**config.mk**
```make
export PLATFORM = sky130hd
export DESIGN_NAME = alu_share_arbiter
export DESIGN_NICKNAME = d
export VERILOG_FILES = /design/src/rtl/alu_pkg.sv /design/src/rtl/rr_pick.sv /design/src/rtl/alu_share_arbiter.sv
export SDC_FILE = /design/constraint.sdc
export NUM_CORES = 1
export LEC_CHECK = 0
export CAP_MARGIN = 40
export CORE_MARGIN = 1
export CORE_UTILIZATION = 45
export DETAILED_ROUTE_END_ITERATION = 8
export PLACE_DENSITY = 0.86
export RECOVER_POWER = 100
export SYNTH_ARGS = -nofsm -noshare
export SYNTH_HDL_FRONTEND = slang
export SYNTH_SLANG_ARGS = --single-unit
```
**constraint.sdc**
```tcl
create_clock -name clk -period 6.45 [get_ports clk]
set_input_delay 1.29 -clock clk [delete_from_list [all_inputs] [get_ports clk]]
set_output_delay 1.29 -clock clk [all_outputs]
set_load 0.01 [all_outputs]
```
**src/rtl/alu_pkg.sv**
```systemverilog
// alu_pkg
// Shared constants for the shared-ALU arbiter: one-hot op encodings and
// FSM state codes. Imported by alu_share_arbiter.
package alu_pkg;

    typedef logic [3:0] op_t;

    localparam op_t OP_SET    = 4'b0001;
    localparam op_t OP_MUL    = 4'b0010;
    localparam op_t OP_ADD    = 4'b0100;
    localparam op_t OP_ADDMEM = 4'b1000;

    localparam logic [1:0] ST_IDLE = 2'd0;
    localparam logic [1:0] ST_EXEC = 2'd1;
    localparam logic [1:0] ST_MUL2 = 2'd2;
    localparam logic [1:0] ST_DONE = 2'd3;

endpackage

```
**src/rtl/rr_pick.sv**
```systemverilog
// rr_pick
// Combinational round-robin selector. The search begins at the core after
// the last winner and wraps around.
// Ports:
//   req  - per-core request vector
//   ptr  - index of the last winner
//   win  - one-hot winner (all zero when no request is pending)
module rr_pick #(
    parameter int NCORE = 4,
    parameter int PW    = $clog2(NCORE)
) (
    input  logic [NCORE-1:0] req,
    input  logic [PW-1:0]    ptr,
    output logic [NCORE-1:0] win
);

    logic found;

    always_comb begin
        win   = '0;
        found = 1'b0;
        // Offset k=1 is the core right after the last winner; k=NCORE comes
        // back to the last winner itself, so it only wins when nobody else asks.
        for (int k = 1; k <= NCORE; k++) begin
            for (int j = 0; j < NCORE; j++) begin
                if (!found && (j == ((int'(ptr) + k) % NCORE)) && req[j]) begin
                    win[j] = 1'b1;
                    found  = 1'b1;
                end
            end
        end
    end

endmodule

```
**src/rtl/alu_share_arbiter.sv**
```systemverilog
// alu_share_arbiter
// One ALU shared by NCORE requesters. A round-robin pick is made in IDLE,
// the winner's operands are latched at grant, and the result is returned
// with a one-cycle done pulse. MUL spends one extra cycle in MUL2.
//
// state | meaning
// IDLE  | no transaction, waiting for any req
// EXEC  | operands latched; non-MUL result written on leaving
// MUL2  | product written on leaving
// DONE  | done pulses for the granted core, pointer updated
//
// Ports:
//   clk, rst_n      - clock, async active-low reset
//   req             - per-core request, held until done
//   op              - per-core one-hot op, core i at [4i+3:4i]
//   ac/bus_in/mem_id- per-core operands, core i at [WIDTH*i +: WIDTH]
//   gnt             - one-hot grant, capture cycle through done cycle
//   done            - one-cycle completion pulse
//   result          - registered result, held until the next done
//   busy            - FSM not in IDLE
module alu_share_arbiter
    import alu_pkg::*;
#(
    parameter int WIDTH = 8,
    parameter int NCORE = 4
) (
    input  logic                   clk,
    input  logic                   rst_n,
    input  logic [NCORE-1:0]       req,
    input  logic [NCORE*4-1:0]     op,
    input  logic [NCORE*WIDTH-1:0] ac,
    input  logic [NCORE*WIDTH-1:0] bus_in,
    input  logic [NCORE*WIDTH-1:0] mem_id,
    output logic [NCORE-1:0]       gnt,
    output logic [NCORE-1:0]       done,
    output logic [WIDTH-1:0]       result,
    output logic                   busy
);

    localparam int PW = $clog2(NCORE);

    logic [1:0]       state_q, state_d;
    logic [NCORE-1:0] gnt_q, gnt_d;
    logic [WIDTH-1:0] result_q, result_d;
    logic [PW-1:0]    ptr_q, ptr_d;
    op_t              op_q, op_d;
    logic [WIDTH-1:0] ac_q, ac_d;
    logic [WIDTH-1:0] bus_q, bus_d;
    logic [WIDTH-1:0] mem_q, mem_d;

    logic [NCORE-1:0] win;
    op_t              op_sel;
    logic [WIDTH-1:0] ac_sel, bus_sel, mem_sel;
    logic [PW-1:0]    gidx;
    logic [WIDTH-1:0] alu_res;
    logic [WIDTH-1:0] mul_res;

    rr_pick #(
        .NCORE (NCORE),
        .PW    (PW)
    ) u_rr_pick (
        .req (req),
        .ptr (ptr_q),
        .win (win)
    );

    // Operand mux driven by the one-hot winner.
    always_comb begin
        op_sel  = '0;
        ac_sel  = '0;
        bus_sel = '0;
        mem_sel = '0;
        for (int i = 0; i < NCORE; i++) begin
            if (win[i]) begin
                op_sel  = op[4*i +: 4];
                ac_sel  = ac[WIDTH*i +: WIDTH];
                bus_sel = bus_in[WIDTH*i +: WIDTH];
                mem_sel = mem_id[WIDTH*i +: WIDTH];
            end
        end
    end

    // Index of the currently granted core, used to advance the pointer.
    always_comb begin
        gidx = '0;
        for (int j = 0; j < NCORE; j++) begin
            if (gnt_q[j]) gidx = PW'(j);
        end
    end

    // Anything not exactly one of the single-cycle encodings passes ac through.
    always_comb begin
        case (op_q)
            OP_SET:    alu_res = bus_q;
            OP_ADD:    alu_res = ac_q + bus_q;
            OP_ADDMEM: alu_res = ac_q + mem_q;
            default:   alu_res = ac_q;
        endcase
    end

    assign mul_res = ac_q * bus_q;

    always_comb begin
        state_d  = state_q;
        gnt_d    = gnt_q;
        result_d = result_q;
        ptr_d    = ptr_q;
        op_d     = op_q;
        ac_d     = ac_q;
        bus_d    = bus_q;
        mem_d    = mem_q;
        case (state_q)
            ST_IDLE: begin
                if (|req) begin
                    gnt_d   = win;
                    op_d    = op_sel;
                    ac_d    = ac_sel;
                    bus_d   = bus_sel;
                    mem_d   = mem_sel;
                    state_d = ST_EXEC;
                end
            end
            ST_EXEC: begin
                if (op_q == OP_MUL) begin
                    state_d = ST_MUL2;
                end else begin
                    result_d = alu_res;
                    state_d  = ST_DONE;
                end
            end
            ST_MUL2: begin
                result_d = mul_res;
                state_d  = ST_DONE;
            end
            ST_DONE: begin
                ptr_d   = gidx;
                gnt_d   = '0;
                state_d = ST_IDLE;
            end
            default: state_d = ST_IDLE;
        endcase
    end

    always_ff @(posedge clk or negedge rst_n) begin
        if (!rst_n) begin
            state_q  <= ST_IDLE;
            gnt_q    <= '0;
            result_q <= '0;
            ptr_q    <= PW'(NCORE - 1);
            op_q     <= '0;
            ac_q     <= '0;
            bus_q    <= '0;
            mem_q    <= '0;
        end else begin
            state_q  <= state_d;
            gnt_q    <= gnt_d;
            result_q <= result_d;
            ptr_q    <= ptr_d;
            op_q     <= op_d;
            ac_q     <= ac_d;
            bus_q    <= bus_d;
            mem_q    <= mem_d;
        end
    end

    // done is decoded from state so a reset removes it immediately.
    assign done   = (state_q == ST_DONE) ? gnt_q : '0;
    assign gnt    = gnt_q;
    assign result = result_q;
    assign busy   = (state_q != ST_IDLE);

endmodule

```
==> results of run 1 <==
kinds of logic (layout without fill, tap and decap cells):
kind of cell,after synthesis,after routing
compound gates,155,155
xor+xnor,19,19
fa+ha+maj,41,41
buf+inv,59,179
flops,44,44
mux,10,10
simple gates,119,119
path summary, 6_finish.rpt:
check | start | end | cells past startpoint
max in group asynchronous | rst_n | mem_q[4] | 2
min in group asynchronous | rst_n | result[3] | 1
setup / recovery | req[2] | mem_q[4] | 6
hold reg to reg | mem_q[2] | mem_q[2] | 1
hold / removal | mem_q[2] | mem_q[2] | 1
setup reg to reg | op_q[1] | result[5] | 9
sequential cells by signal, summed over array words and instances (netlist names):
name     flops
bus_q        8
ptr_q        2
gnt          4
mem_q        8
state_q      2
op_q         4
ac_q         8
result       8
metrics by stage:
step                utilization [%]  setup slack [ps]  hold slack [ps]  power [W]
detailed placement             64.2              2490              462    0.00215
global placement               63.2              2600              457    0.00206
global route                   65.0              1650              517    0.00257
floorplan                         -              2730              444    0.00166
finish                         65.0              1930              482    0.00236
CTS                            65.6              2460              485    0.00239
power groups by stage:
| stage | Sequential, W | Combinational [W] | Clock, W |
|---|---|---|---|
| floorplan | 0.000522 | 0.00114 | 0 |
| global placement | 0.000599 | 0.00146 | 0 |
| detailed placement | 0.000608 | 0.00154 | 0 |
| CTS | 0.000604 | 0.00156 | 0.000224 |
| global route | 0.000623 | 0.00171 | 0.000236 |
| finish | 0.000606 | 0.00153 | 0.000221 |
layer usage:
| metal | global-route usage [%] | vias to the layer above | routed length, um |
|---|---|---|---|
| li1 | - | 1854 | - |
| met1 | 35.5 | 1880 | 4880 |
| met2 | 46.9 | 176 | 5850 |
| met3 | 4.15 | 20 | 737 |
| met4 | 7.95 | 0 | 233 |
| met5 | 0 | - | 0 |
worst reg2reg max path: cells and delay by family (launching register included):
kind / cells / cell delay, ps
flip-flops: 1 / 500
AND/OR/NAND/NOR: 1 / 1420
multiplexers: 1 / 440
AO/OA/AOI/OAI: 5 / 1320
XOR/XNOR: 1 / 160
adder cells (fa/ha/maj): 1 / 310
synthesized netlist by cell type (2+ instances only):
| master | number | area [sq um] |
|---|---|---|
| a211oi_1 | 3 | 22.5 |
| a21o_1 | 30 | 225 |
| a21oi_1 | 43 | 215 |
| a221oi_1 | 3 | 26.3 |
| a222oi_1 | 28 | 280 |
| a22o_1 | 3 | 26.3 |
| a22oi_1 | 5 | 37.5 |
| and2_1 | 29 | 181 |
| buf_1 | 5 | 18.8 |
| buf_2 | 8 | 40.0 |
| clkbuf_1 | 11 | 41.3 |
| dfrtp_1 | 42 | 1050 |
| dfstp_2 | 2 | 52.6 |
| fa_1 | 13 | 260 |
| ha_1 | 28 | 350 |
| inv_1 | 30 | 113 |
| inv_2 | 2 | 7.51 |
| mux2_2 | 7 | 78.8 |
| mux2i_1 | 3 | 30.0 |
| nand2_1 | 55 | 206 |
| nand2b_1 | 2 | 12.5 |
| nand3_1 | 4 | 20.0 |
| nor2_1 | 11 | 41.3 |
| nor2b_1 | 5 | 31.3 |
| nor3_1 | 4 | 20.0 |
| nor3b_1 | 2 | 15.0 |
| o21ai_0 | 24 | 120 |
| o22ai_1 | 2 | 12.5 |
| o31ai_1 | 4 | 30.0 |
| or3_1 | 2 | 12.5 |
| xnor2_1 | 16 | 140 |
| xor2_1 | 3 | 26.3 |
area by class of cell:
cell class / instances / area, sq um
flip-flops and latches: 44 / 1100
fillers: 695 / 2920
repair buffers: 138 / 1390
well taps: 105 / 131
inverters: 33 / 124
multi-input cells: 344 / 2560
clock inverters: 3 / 47.5
clock buffers: 5 / 68.8
==> impl.org, run 1 <==
** Run status
- Status :: complete, but fails checks
- The checks that failed: max-capacitance violations, max-slew violations.

** Pwr
- Per report_power, the sequential group accounts for 25.7% of the total.
- VDD IR max :: between 0.00015 and 0.0002 V
- Internal portion of total power :: 0.00124 W
- Net switching is 47.4% of the power.
- Net load switching power :: 0.00112 W
- P_leak :: 2.49 nW
- Combinational cells account for 64.9% of the total power.
- Per report_power, the clock group accounts for a little under a tenth of the total.
- Power density cells :: ~430 nW/um^2

** STA
- Final critical-path share of the clock period :: 70.0%
- Setup violations remaining at the end of the flow were counted as 0.
- Subtracting the final worst setup slack from the clock period gives 4520 ps.
- For the pin with the worst max-slew slack, the measured transition is about 2000 ps.
- Total negative slack for setup checks :: 0 ps
- Max-slew headroom :: -32.9%
- The final-report max-slew violation count is slightly below 100.
- Clock skew on the completed layout was measured at 3.07 ps.
- Maximum frequency from static timing analysis :: 221 MHz
- The number of hold violations in the final report came to 0.
- Setup repair after global routing left no endpoint under its margin.

** Global route
- For this run the aggregate overflow at the end of global routing stands at 0.
- Entering global routing, the biggest net connects 52 pins.
- Total routing resource utilization after global routing :: 27.4%
- The number of global-route vias before repair was 4,023.
- The initial antenna violation count came to 0.
- The first global-routing pass estimated 19.2 mm of wire.

** Finish
- In the final design database the tool counted between 700 and 800 nets.
- Most frequent standard cell in the layout excluding fill and tap cells :: clkdlybuf4s50_1
- After the flow finishes, the layout carries non-filler instances totaling 672.
- The library cells used most frequently in the layout, excluding fill and tap cells, are clkdlybuf4s50_1, nand2_1, a21oi_1, dfrtp_1.
- Ratio of cells with drive above 1 in the final layout :: around 4%
- The number of antenna diodes in the final layout is 0.
- Design Area, Final :: 5420 sq um
- From synthesis to final layout, the design area changed by 38.2%.

** Clock tree
- Post-CTS repair timing setup buffer count :: 0
- Number of buffers inserted for hold repair after clock tree synthesis :: 0
- Clock latency of the later-clocked register in the worst-skew pair :: 300 ps
- TritonCTS Sinks :: 44
- Gates resized during post-CTS repair numbered 0.
- Clock buffer count from CTS :: 5
- No sink is reached through more buffers than the 2 on the longest clock path.
- Clock-pin slew of the registers on the worst-case setup and hold paths :: 90 ps
- The tree is rooted in a clkbuf_8.
- H-tree depth :: 2
- TritonCTS built the clock tree.

** Worst setup path
- Setup slack of the most critical reg-to-reg path :: 2180 ps
- Data on the critical path arrives at its endpoint at 4710 ps.
- Crit-path max FO :: 51
- For the worst setup path, the data required time is 6650 ps.
- Among cell families on the critical path, the largest total delay comes from buffers and inverters.
- Startpoint type of the worst setup path :: input pin
- Critical path start-end classification :: input pin to register
- Critical-path top delay cell :: clkbuf_1
- The number of buffers and inverters on the critical path is 2.
- Sequence of cells on the critical path :: dlygate4sd3_1 > nor4_1 > nand2b_1 > clkbuf_1 > a21oi_1 > a21o_1
- Largest stage delay on the critical path :: roughly 1500 ps
- STA classifies the critical path endpoint as a register.

** Detailed routing
- Mean routed wirelength per cell :: around 17 um
- Remaining design rule violation count :: 0
- Final ANT Viol Nets :: 0
- Before antenna repair, the detailed router went through 8 iterations.
- After detailed routing, the number of vias per cell comes to 5.85.
- Number of vias in the routed layout :: about 4,000
- After detailed routing, the total wire length is 11.7 mm.
- In this run, the number of DRC markers left after iteration 0 of detailed routing was 284.

** Logic synthesis
- Averaged over all synthesized cells, the footprint is 8.77 sq um.
- In this run, synthesis produced a sequential element count of 44.
- After synthesis, the largest family of logic cells by area is compound AO/OA/AOI/OAI gates.
- Adder-cell area share of the yosys netlist :: 15.6%
- Post-synthesis share of cell area spent on xor and xnor gates :: 4.24%
- Simple-gate share of the synthesized area :: 15.5%
- Synthesis produced a netlist with a net count of 606.
- Summed instance area of the synthesized netlist :: 3920 sq um
- After synthesis, the share of flip-flops with an asynchronous set or reset is 100%.
- The most used flip-flop cell after synthesis is dfrtp_1.
- Synthesized instance count :: 447
- Count of unique library cells instantiated by Yosys :: 50
- Number of warnings printed during yosys synthesis :: 0
- Area fraction in compound gates after synthesis :: 27.5%
- Proportion of synthesized area in mux cells :: 2.78%
- In this run, synthesis inferred 0 flip-flops with an integrated enable.
- Sequential cell area fraction in the yosys report :: 28.1%

** Floorplanning
- During I/O placement, the number of pins put on the boundary was 135.
- Die extent in y :: 95.4 um
- The die covers 9090 sq um.
- Starting utilization of the core area :: 47.0%
- Core region area :: 8340 sq um
- Die boundary width :: roughly 95 um
- Num rows :: 33

** Place
- Dpl cell area :: 5360 sq um
- Cell total after placement :: 664
- At the end of routability-driven placement, the weighted congestion stood at about 0.93.
- The HPWL after detailed placement is 9.14 mm.
- During placement, the flow inserted port buffers numbering 134.

** Hold path
- The path class of the tightest hold or removal check is register to register.

** Job
- Max Cap Viol :: 3
Power figures use the tool's default switching activity.
==> inputs of run 2 (changes only) <==
- clock period: 6.45 -> 4.6 ns (I/O delays scaled with it)
==> impl.org, run 2 (same netlist as run 1, synthesis figures left out) <==
** STA
- Slew at the pin closest to its max-slew limit :: 1820 ps (was 1990 ps)
- Maximum frequency from static timing analysis :: 248 MHz
- Total negative slack for setup checks :: 0 ps (unchanged)
- Setup repair after global routing missed its margin: false (unchanged).
- Max-slew headroom :: -21.4% (was -32.9%)
- Time the final worst path needs with I/O delays and setup :: roughly 4000 ps
- The number of endpoints failing setup at the final stage is 0 (unchanged).
- Final-report hold violation count :: 0 (unchanged)
- In the finished design, the share of the clock period the worst path needs comes to between 80 and 90%.
- The final-report max-slew violation count is 36 (was 98).
- Final worst clock skew :: 8.79 ps (was 3.07 ps)

** Worst setup path
- The top fanout value on the critical path came to 11 (was 51).
- Largest stage delay on the critical path :: 560 ps (was 1470 ps)
- Arrival time worst endpoint :: 4210 ps (was 4710 ps)
- Nature of the critical path endpoint :: register (unchanged)
- The cell family with the largest share of critical-path delay is adder cells (was buffers and inverters).
- Most common cell on crit path :: inv_1
- The required time at the worst-slack endpoint was 4780 ps (was 6650 ps).
- The total buffers and inverters traversed by the critical path is 4 (was 2).
- The start-to-end type of the worst setup path is register to register (was input pin to register).
- Startpoint type of the worst setup path :: register (was input pin)
- Critical-path top delay cell :: dfrtp_1 (was clkbuf_1)
- Sequence of cells on the critical path :: and2_1 > fa_1 > inv_1 > fa_1 > inv_1 > ha_1 > inv_1 > fa_1 > inv_1 > ha_1 > a21o_1 > a21oi_1 > xnor2_1 > xnor2_1 > a221oi_1 > a22oi_1 (was dlygate4sd3_1 > nor4_1 > nand2b_1 > clkbuf_1 > a21oi_1 > a21o_1)

** Global route
- Number of antenna violations at the first check in global routing :: 0 (unchanged)
- Total routing resource utilization after global routing :: 26.5% (was 27.4%)
- The pin count of the biggest net entering global routing is 37 (was 52).
- Wire length of the first global-routing pass :: 18.5 mm (was 19.2 mm)
- The overflow left after global routing is 0 (unchanged).
- Number of global-route vias before repair :: 3,828 (was 4,023)

** Detailed routing
- First-pass iteration count of the detailed router :: 7 (was 8)
- The number of DRC violations after detailed-routing iteration 0 came to 363 (was 284).
- Mean routed wirelength per cell :: 16.9 um (was 17.4 um)
- The remaining routing DRC violations was 0 (unchanged).
- The total number of vias came to 3,946 (was 3,930).
- Final ANT Viol Nets :: 0 (unchanged)
- The wire length reported by the detailed router was 11.4 mm (was 11.7 mm).
- Average via count per standard cell :: 5.86 (was 5.85)

** Floorplanning
- Die boundary width :: 95.4 um (unchanged)
- The core footprint was 8340 sq um (unchanged).
- The row count is 33 (unchanged).
- The starting density of the core came to 47.0% (unchanged).
- I/O pin total :: 135 (unchanged)
- The area of the die came to 9090 sq um (unchanged).
- The height of the die came to 95.4 um (unchanged).

** Place
- The global placement routability congestion came to 0.946 (was 0.928).
- Count of port buffers added during placement :: 134 (unchanged)
- Cell total after placement :: 665 (was 664)
- HPWL after detailed placement :: 9.06 mm (was 9.14 mm)

** Finish
- Ratio of cells with drive above 1 in the final layout :: 4.40% (was 4.06%)
- The number of antenna repair diodes was 0 (unchanged).
- The number of standard cells in the final layout excluding fillers came to 673 (was 672).
- Area of combinational cells with multiple inputs :: 2570 sq um (was 2560 sq um)
- Area used by sequential logic in the layout :: 1100 sq um (unchanged)
- The count of nets after finishing is 726 (was 725).
- The area growth from synthesis to layout came to 37.7% (was 38.2%).
- The fill cell total of the finished layout came to 686 (was 695).
- Most frequent standard cell in the layout excluding fill and tap cells :: clkdlybuf4s50_1 (unchanged)
- Most used cells in the layout excluding fill and tap cells: clkdlybuf4s50_1, nand2_1, a21oi_1, dfrtp_1 (unchanged).

** Run status
- Status :: complete, but fails checks (unchanged)
- Violations in the final reports: max-capacitance violations, max-slew violations (unchanged).

** Pwr
- The static leakage power was 2.48 nW (was 2.49 nW).
- Power density cells :: 599 nW/um^2 (was 435 nW/um^2)
- The maximum VDD drop came to 0.000219 V (was 0.000159 V).

** Clock tree
- Post-CTS repair timing setup buffer count :: 0 (unchanged)
- Clock-pin slew of the registers on the worst-case setup and hold paths :: 90 ps (about the same)
- Clock latency of the later-clocked register in the worst-skew pair :: 310 ps (was 300 ps)
- Root Buffer Master :: clkbuf_8 (unchanged)
- The sink count of the clock tree came to 44 (unchanged).
- The number of cells upsized or downsized after cts is 0 (unchanged).
- The maximum clock path buffer count was 2 (unchanged).
- The number of H-tree levels came to 2 (unchanged).
- The TritonCTS clock tree is done (unchanged).
- Number of buffers inserted for hold repair after clock tree synthesis :: 0 (unchanged)
- Clock buffer count from CTS :: 5 (unchanged)

** Job
- The count of max-cap constraint violations was 1 (was 3).

** Hold path
- The kind of path behind the tightest hold check is register to register (unchanged).
==> run 2: area by class of cell <==
cell class | count | area share [%]
Multi-Input combinational cell | 344 | 47.7
Timing Repair Buffer | 139 | 25.5
Sequential cell | 44 | 20.4
Tap cell | 105 | 2.43
Inverter | 33 | 2.29
Clock buffer | 5 | 1.27
Clock inverter | 3 | 0.394
==> run 2: worst paths after layout <==
check | cells past startpoint | slack (ps) | end | start
worst max register to register | 16 | 570 | result[7] | ac_q[1]
worst max-delay path | 16 | 570 | result[7] | ac_q[1]
worst min-delay path | 2 | 480 | result[1] | result[1]
worst min register to register | 2 | 480 | result[1] | result[1]
min in group asynchronous | 1 | 530 | result[0] | rst_n
max in group asynchronous | 2 | 2000 | bus_q[3] | rst_n
==> run 2: per-layer routing <==
layer	part of all wire, %	wire length (um)	track usage [%]	vias to the layer above
met3	6.8	777	5.02	11
li1	-	-	-	1862
met1	42	4790	35.0	1889
met4	0.92	105	6.44	0
met2	50	5690	44.4	184
met5	0	0	0	-
==> run 2: metrics by stage <==
step | utilization, % | power (W) | hold slack (ps) | cell area [sq um] | setup slack, ps
after floorplan | - | 0.00233 | 444 | 3920 | 882
after global placement | 63.4 | 0.00289 | 461 | 5290 | 830
after detailed placement | 64.0 | 0.00301 | 470 | 5340 | 619
after CTS | 65.1 | 0.00326 | 466 | 5430 | 598
after global routing | 64.7 | 0.00353 | 505 | 5400 | 429
final | 64.7 | 0.00323 | 478 | 5400 | 567
==> run 2: where the power goes <==
| part | leakage, nW | internal [W] | total, W | switching (W) |
|---|---|---|---|---|
| logic | 1.88 | 0.00100 | 0.00214 | 0.00114 |
| registers | 0.551 | 0.000572 | 0.000841 | 0.000269 |
| clock network | 0.0445 | 0.000108 | 0.000251 | 0.000143 |
| total | 2.48 | 0.00168 | 0.00323 | 0.00155 |
==> run 2: worst register-to-register path, delay by kind of cell (launching register included) <==
family / cells / cell delay (ps)
flip-flops: 1 / 560
adder cells (fa/ha/maj): 5 / 1840
XOR/XNOR: 2 / 260
AO/OA/AOI/OAI: 4 / 820
buffers and inverters: 4 / 190
AND/OR/NAND/NOR: 1 / 220
